`config.mk`:
```
export PLATFORM = sky130hd
export DESIGN_NAME = pc_fetch_unit
export DESIGN_NICKNAME = d
export VERILOG_FILES = /design/src/rtl/pc_fetch_unit.sv
export SDC_FILE = /design/constraint.sdc
export NUM_CORES = 1
export LEC_CHECK = 0
export ABC_AREA = 1
export BUFFER_PORTS_ARGS = -buffer_cell sky130_fd_sc_hd__buf_4
export CAP_MARGIN = 20
export CORE_MARGIN = 2
export CORE_UTILIZATION = 45
export DETAILED_ROUTE_END_ITERATION = 6
export GPL_TIMING_DRIVEN = 0
export PLACE_DENSITY = 0.77
export SYNTH_ARGS = -nofsm -noshare
export SYNTH_HDL_FRONTEND = slang
export SYNTH_SLANG_ARGS = --single-unit
```
`constraint.sdc`:
```
create_clock -name i_clk -period 1.7 [get_ports i_clk]
set_clock_uncertainty 0.2 [all_clocks]
set_input_delay 0.17 -clock i_clk [delete_from_list [all_inputs] [get_ports i_clk]]
set_output_delay 0.17 -clock i_clk [all_outputs]
set_load 0.01 [all_outputs]
```
`src/rtl/pc_fetch_unit.sv`:
```
// Program counter and instruction fetch for the single-issue RV32I core: one outstanding
// req/gnt/rvalid transaction to instruction memory, 1-entry valid/ready buffer towards decode.
module pc_fetch_unit #(
    parameter int              XLEN     = 32,
    parameter logic [XLEN-1:0] RESET_PC = '0
) (
    input  logic            i_clk,
    input  logic            i_rst_n,
    input  logic [1:0]      i_B_J_result,
    input  logic [XLEN-1:0] i_target,
    output logic            o_imem_req,
    output logic [XLEN-1:0] o_imem_addr,
    input  logic            i_imem_gnt,
    input  logic            i_imem_rvalid,
    input  logic [31:0]     i_imem_rdata,
    output logic            o_instr_valid,
    output logic [31:0]     o_instr,
    output logic [XLEN-1:0] o_pc,
    input  logic            i_instr_ready,
    output logic [1:0]      o_dbg_state
);

    typedef enum logic [1:0] {
        S_REQ   = 2'd0,
        S_WAIT  = 2'd1,
        S_FLUSH = 2'd2
    } state_e;

    localparam logic [31:0] NOP = 32'h0000_0013;

    state_e          state_q, state_d;
    logic [XLEN-1:0] pc_q, pc_d;
    logic            valid_q, valid_d;
    logic [31:0]     instr_q, instr_d;
    logic [XLEN-1:0] ipc_q, ipc_d;

    logic redirect;
    logic buf_free;
    logic req;
    logic unused_bj_hi;

    assign redirect     = i_B_J_result[0];
    assign unused_bj_hi = i_B_J_result[1];

    // Decode handshake: a word transfers on a cycle where o_instr_valid && i_instr_ready and
    // no redirect is present; the output holds stable while valid && !ready.
    assign buf_free = !valid_q || i_instr_ready;
    assign req      = i_rst_n && (state_q == S_REQ) && buf_free;

    always_comb begin
        state_d = state_q;
        pc_d    = pc_q;
        valid_d = valid_q;
        instr_d = instr_q;
        ipc_d   = ipc_q;

        if (valid_q && i_instr_ready) begin
            valid_d = 1'b0;
        end

        case (state_q)
            S_REQ: begin
                if (req && i_imem_gnt) begin
                    state_d = S_WAIT;
                end
            end
            S_WAIT: begin
                if (i_imem_rvalid) begin
                    state_d = S_REQ;
                    valid_d = 1'b1;
                    instr_d = i_imem_rdata;
                    ipc_d   = pc_q;
                    pc_d    = pc_q + XLEN'(4);
                end
            end
            S_FLUSH: begin
                if (i_imem_rvalid) begin
                    state_d = S_REQ;
                end
            end
            default: state_d = S_REQ;
        endcase

        // A redirect squashes the buffered word and any response in flight this cycle;
        // a grant taken alongside it still owes one response, which S_FLUSH swallows.
        if (redirect) begin
            pc_d    = {i_target[XLEN-1:2], 2'b00};
            valid_d = 1'b0;
            instr_d = instr_q;
            ipc_d   = ipc_q;
            case (state_q)
                S_REQ:   state_d = (req && i_imem_gnt) ? S_FLUSH : S_REQ;
                S_WAIT:  state_d = i_imem_rvalid ? S_REQ : S_FLUSH;
                S_FLUSH: state_d = i_imem_rvalid ? S_REQ : S_FLUSH;
                default: state_d = S_REQ;
            endcase
        end
    end

    always_ff @(posedge i_clk or negedge i_rst_n) begin
        if (!i_rst_n) begin
            state_q <= S_REQ;
            pc_q    <= RESET_PC;
            valid_q <= 1'b0;
            instr_q <= NOP;
            ipc_q   <= RESET_PC;
        end else begin
            state_q <= state_d;
            pc_q    <= pc_d;
            valid_q <= valid_d;
            instr_q <= instr_d;
            ipc_q   <= ipc_d;
        end
    end

    assign o_imem_req    = req;
    assign o_imem_addr   = pc_q;
    assign o_instr_valid = valid_q;
    assign o_instr       = instr_q;
    assign o_pc          = ipc_q;
    assign o_dbg_state   = state_q;

endmodule

```
==> results.cfg, run 1 <==
[sta]
timing.slew.headroom_pct = 64.7
final_min_period_over_clock_period_pct = 107
tightest_slew_ps = 529
finalMaxSlewViolations = 0
final.min_clock_period_ps = 1810
final.setup.worst_slack_ps = -113
setup-violations-final = 6
rsz0062_at_grt = yes
sum_neg_setup_slack_ps = -192
max_freq_mhz = 551
finalHoldViolCount = 41
timing.hold.ws_ps = -414

[synth]
synth_seq_area_share_pct = 49.7
syn-instance-count = 635
synth_enable_flop_cells = 0
synth.cell_area_um2 = 4790
number_of_synthesized_register_bits = 95
synth-compound-area-share_pct = 6.94
synth-xor-area-share_pct = 0.548
synthesis.area_per_instance_um2 = 7.55
synth-async-reset-ratio_pct = 100
dominant_combinational_cell_family_by_area_after_synthesis = simple AND/OR/NAND/NOR gates
synth.lib_cells_used.distinct = 26
yosys.area_share.simple_pct = 34.0
post_synth_mux_area_share_pct = 0
yosysWarningCount = 0
yosys.area_share.adder_pct = 1.04
ys.flop_type = sky130_fd_sc_hd__dfrtp_1

[critical_path]
path_cells = inv_2, ha_4, nand2_2, a21oi_2, buf_4
timing.critical_path.fanout_max = 3
criticalPathCategory = flip-flop to primary output
worst-endpoint-arrival_ps = 1440
critical_path.slowest_cell = sky130_fd_sc_hd__dfrtp_1
worstSetupStartpointType = flip-flop
critical-path-max-stage-delay_ps = 450
cp_data_required_time_ps = 1330
worstSetupEndpointType = primary output

[grt]
grt_pass1_vias = 5076
grt_use_total_pct = 27.3
wire_length_of_the_first_global_routing_pass_um = 24600
grt_antenna_before_repair = 0
grt_start_max_net_pins = 59
globalRoute.totalOverflow = 0

[layout]
multi_input_logic_area_um2 = 2210
num_antenna_cells = 0
ff_latch_area_um2 = 2390
filler_cell_count = 787
layout.nets = 968
most-common-layout-cells = sky130_fd_sc_hd__nand2_1 (224), sky130_fd_sc_hd__buf_4 (188), sky130_fd_sc_hd__dfrtp_1 (87)
syn_to_final_growth_pct = 54.3
layout_cells_excl_fill = 1034
layout-drive-gt1-share_pct = 30.2
layout_commonest_cell = sky130_fd_sc_hd__nand2_1

[cts]
cts.clk_slew.worst_paths_ps = 90
cts_buffers = 9
htree_levels = 3
max-clock-path-buffers = 2
cts_hold_buf = 65
cts_tree = built
clkSinkCount = 95
clk_latency_ps = 360
cts_root_buffer = sky130_fd_sc_hd__clkbuf_8

[route]
vias_per_cell = 5.03
iteration_count_of_the_initial_detailed_routing_pass = 5
drc_viols = 0
dr_total_vias = 5205
post_detailed_route_count_of_antenna_violating_nets = 0
drt-wirelength-per-cell_um = 15.2
finalWirelength_um = 15700
iter_0_drt_violations = 309

[floorplan]
fp-row-count = 37
die-height_um = 107
design.core.area_um2 = 10300
num_io_pins = 171
die_area_um2 = 11500
effective_utilization_at_floorplan_pct = 46.4
floorplan.die.width_um = 107

[run_status]
failed_checks = hold timing, setup timing
run_status = finished, violations left

[placement]
placedCellCount = 937
finalWeightedCongestion = 0.918
detailed_place_hpwl_um = 10300
buffer_ports.inserted = 162

[power_and_ir_drop]
p_comb_share_pct = 44.1
total_leakage_power_nw = 3.78
p_seq_share_pct = 41.5
p_clk_share_pct = 14.4
switching_share_pct = 37.8
peakVddDrop_mv = 0.708
cellInternalPower_mw = 5.69
p_per_area_nw_per_um2 = 1240
switching_power_mw = 3.45

[min_path]
min-delay-path-class = primary input to async pin

[job]
maxcap_viol_count = 0
==> cell usage after synthesis, drive strengths merged (2+ instances only) <==
cell type  number  area share (%)
inv            59             4.6
clkbuf          8            0.63
a31oi           2            0.26
a21oi           4            0.42
nor2          103             9.7
nand3b          6            0.94
dfrtp          92              48
nand3          39             4.1
buf            19             2.5
xor2            3            0.55
o21ai          48             5.0
ha              4             1.0
o21bai          3            0.47
dfstp           3             1.6
o211ai          5            0.78
nand2         234              19
==> worst paths after layout <==
kind | start | endpoint | slack, ps | cells past startpoint
setup reg to reg | o_imem_addr[3] | o_imem_addr[30] | -30 | 8
setup / recovery | o_dbg_state[0] | o_imem_req | -110 | 5
hold / removal | i_rst_n | o_instr[28] | -410 | 1
hold reg to reg | o_instr[0] | o_instr[0] | 270 | 2
max in group asynchronous | i_rst_n | o_instr[0] | 990 | 2
min in group i_clk | i_imem_rvalid | o_instr_valid | 20 | 4
==> cell families after synthesis <==
family / after synthesis
compound gates: 62
xor+xnor: 3
fa+ha+maj: 4
buf+inv: 86
flops: 95
other cells: 1
simple gates: 384
==> metrics by stage <==
| step | cell area, µm² | worst slack [ps] | utilization [%] | power (mW) |
|---|---|---|---|---|
| 2_1_floorplan | 4800 | 49.9 | - | 5.32 |
| 3_3_place_gp | 6190 | -393 | 60.0 | 7.17 |
| 3_5_place_dp | 6220 | -217 | 60.2 | 7.30 |
| 4_1_cts | 7170 | -58.7 | 69.5 | 8.86 |
| 5_1_grt | 7390 | -156 | 71.6 | 9.76 |
| 6_report | 7390 | -113 | 71.6 | 9.14 |
==> per-layer routing <==
layer,track usage (%),share of wire (%),vias to the layer above
met5,0,0,-
li1,-,-,2482
met4,9.18,2.0,0
met1,34.7,42,2465
met2,45.4,48,232
met3,6.75,7.9,26
==> power groups by stage <==
stage	Combinational [mW]	Sequential, mW	Clock [mW]
final	4.03	3.80	1.31
after global routing	4.40	3.91	1.45
after CTS	3.77	3.75	1.34
after detailed placement	3.52	3.78	0
after global placement	3.43	3.74	0
after floorplan	1.21	4.11	0
==> sequential cells by signal, summed over array words and instances, names as in the netlist <==
name           count
o_pc              30
o_instr           32
o_instr_valid      1
o_dbg_state        2
o_imem_addr       30
==> layout make-up <==
class                           count  area share (%)
Buffer                             26            2.83
Clock buffer                       12            1.83
Clock inverter                      4           0.305
Inverter                           59            3.06
Multi-Input combinational cell    457            29.9
Sequential cell                    95            32.3
Tap cell                          136            2.30
Timing Repair Buffer              244            27.5
Timing Repair inverter              1          0.0508
==> critical path: cells and delay by family (launching register included) <==
family,cells,cell delay [ps]
fa+ha+maj,1,130
flops,1,450
buf+inv,2,270
simple gates,1,50
compound gates,1,190
==> timing repair <==
item                                   in CTS  in global routing
pin swaps                                   2                  9
cloned                                      1                  1
resized for setup                          36                 56
endpoints found under the hold margin     102                 37
buffers inserted                            6                  9
setup endpoints to repair                  67                 89
(Power assumes the default switching activity.)
==> run 2, diff against run 1 <==
--- a/config.mk
+++ b/config.mk
@@ -12,6 +12,7 @@
 export CORE_UTILIZATION = 45
 export DETAILED_ROUTE_END_ITERATION = 6
 export GPL_TIMING_DRIVEN = 0
+export MAX_ROUTING_LAYER = met4
 export PLACE_DENSITY = 0.77
 export SYNTH_ARGS = -nofsm -noshare
 export SYNTH_HDL_FRONTEND = slang
==> run 2 against run 1 <==
- the flow finishes with violations (setup timing)
- register-to-register slack about the same
- setup slack improved by 49 ps
- non-clock buffer count increased by 1
- sequential power about the same
==> results.cfg, run 2 (synthesized netlist as in run 1, its figures left out) <==
[critical_path]
critical_path.reg2reg.endpoint = o_imem_addr[26]
rrSetupSlack_ps = -20
worstSetupEndpointType = primary output
critical_path.slowest_cell = sky130_fd_sc_hd__dfrtp_1
worstSetupStartpointType = flip-flop
critical-path-max-stage-delay_ps = 420
worst-endpoint-arrival_ps = 1390
path_cells = inv_2, ha_2, nand2_2, a21oi_2, buf_4
critical_path.reg2reg.startpoint = o_dbg_state[1]
criticalPathCategory = flip-flop to primary output
worst-path-buf-inv = 2
critical-path-top-delay-family = flip-flops
cp_data_required_time_ps = 1330
ff2ff_path_depth = 9
timing.critical_path.fanout_max = 3

[route]
post_detailed_route_count_of_antenna_violating_nets = 0
finalWirelength_um = 15700
drc_viols = 0
drt-wirelength-per-cell_um = 15.2
dr_total_vias = 5182
iter_0_drt_violations = 347
iteration_count_of_the_initial_detailed_routing_pass = 5
vias_per_cell = 5.01

[placement]
preCtsSetupSlack_ps = -241
placement.cell_area_um2 = 6220
buffer_ports.inserted = 162
detailed_place_hpwl_um = 10500
placedCellCount = 937
finalWeightedCongestion = 0.931

[layout]
largest_register_ff_count = 32
layout.nets = 969
layout_cells_excl_fill = 1035
syn_to_final_growth_pct = 55.2
num_antenna_cells = 0
most-common-layout-cells = sky130_fd_sc_hd__nand2_1 (225), sky130_fd_sc_hd__buf_4 (185), sky130_fd_sc_hd__dfrtp_1 (88)
layout-drive-gt1-share_pct = 29.7
layout_commonest_cell = sky130_fd_sc_hd__nand2_1
filler_cell_count = 794
stdcell_area_um2 = 7440

[floorplan]
fp-row-count = 37
die_area_um2 = 11500
floorplan.die.width_um = 107
num_io_pins = 171
die-height_um = 107
effective_utilization_at_floorplan_pct = 46.4
design.core.area_um2 = 10300

[sta]
final.setup.worst_slack_ps = -64.6
finalMaxSlewViolations = 0
max_freq_mhz = 567
finalHoldViolCount = 0
rsz0062_at_grt = yes
timing.slew.headroom_pct = 58.2
setup-violations-final = 10
final_min_period_over_clock_period_pct = 104
sum_neg_setup_slack_ps = -126
final.min_clock_period_ps = 1760
tightest_slew_ps = 626

[run_status]
run_status = finished, violations left
failed_checks = setup timing

[cts]
clk_latency_ps = 360
cts_tree = built
htree_levels = 3
clkSinkCount = 95
max-clock-path-buffers = 2
cts_root_buffer = sky130_fd_sc_hd__clkbuf_8
cts_buffers = 9
cts.clk_slew.worst_paths_ps = 80

[grt]
grt_antenna_before_repair = 0
wire_length_of_the_first_global_routing_pass_um = 24600
grt_pass1_vias = 5160
grt_use_total_pct = 28.2
globalRoute.totalOverflow = 0
grt_start_max_net_pins = 67

[min_path]
min-delay-path-class = primary input to flip-flop
hold-path-cell-count = 4
worstHoldStart = i_imem_rvalid
worst_hold_path.endpoint = o_instr_valid

[power_and_ir_drop]
total_leakage_power_nw = 3.80
design_power_total_mw = 9.32
p_per_area_nw_per_um2 = 1250
peakVddDrop_mv = 0.767

[job]
maxcap_viol_count = 0
-- run 2: cell types whose count changed in the layout (fill, tap and decap cells not counted), sizes merged --
cell,previous run,this run
bufinv,0,1
clkbuf,20,22
clkinv,3,1
dlygate4sd3,65,66
clkinvlp,1,0
-- run 2: how the worst max path moves through the flow --
stage                   start  cells after the start  slack, ps               to
2_1_floorplan  o_dbg_state[1]                      9         50      o_instr[22]
3_3_place_gp          i_rst_n                      7       -390   o_dbg_state[1]
3_5_place_dp   o_dbg_state[1]                      8       -240         o_pc[12]
4_1_cts        o_dbg_state[1]                      9        -50  o_imem_addr[26]
5_1_grt        o_dbg_state[1]                      9       -130  o_imem_addr[26]
6_report       o_dbg_state[0]                      5        -60       o_imem_req
-- run 2: area by class of cell --
cell class	count	area [µm²]	area share (%)
sequential	95	2390	32.1
multi-input combinational	457	2180	29.3
timing repair buffer	245	2050	27.6
inverter	59	226	3.04
buffer	26	216	2.91
tap	136	170	2.29
clock buffer	14	163	2.19
clock inverter	2	38.8	0.521
timing repair inverter	1	6.26	0.0841
-- run 2: tightest hold or removal path, stage by stage --
cell and delay, ps:
sky130_fd_sc_hd__buf_4 130, sky130_fd_sc_hd__nand2_4 90, sky130_fd_sc_hd__buf_4 110, sky130_fd_sc_hd__a21oi_1 60
-- run 2: stage by stage --
stage / utilization (%) / hold WS, ps
floorplan: - / -326
global placement: 60.0 / 169
detailed placement: 60.2 / -66.2
CTS: 69.9 / 14.4
global route: 72.1 / 39.8
finish: 72.1 / 47.5
-- run 2: what timing repair did --
action,CTS,global route
endpoints found under the hold margin,157,0
pin swaps,2,5
setup buffers,5,10
hold buffers,67,0
gates cloned,1,0
resized for setup,29,65
setup endpoints to repair,87,85
-- run 2: per-layer routing --
layer / vias up / global-route usage, % / routed length (µm)
li1: 2476 / - / -
met1: 2447 / 36.1 / 6660
met2: 231 / 46.0 / 7720
met3: 28 / 4.26 / 938
met4: 0 / 9.65 / 359
met5: - / - / 0
-- run 2: power breakdown --
part           switching, mW  internal [mW]
clock network          0.785          0.767
registers              0.655           3.15
logic                   1.97           1.99
total                   3.41           5.91
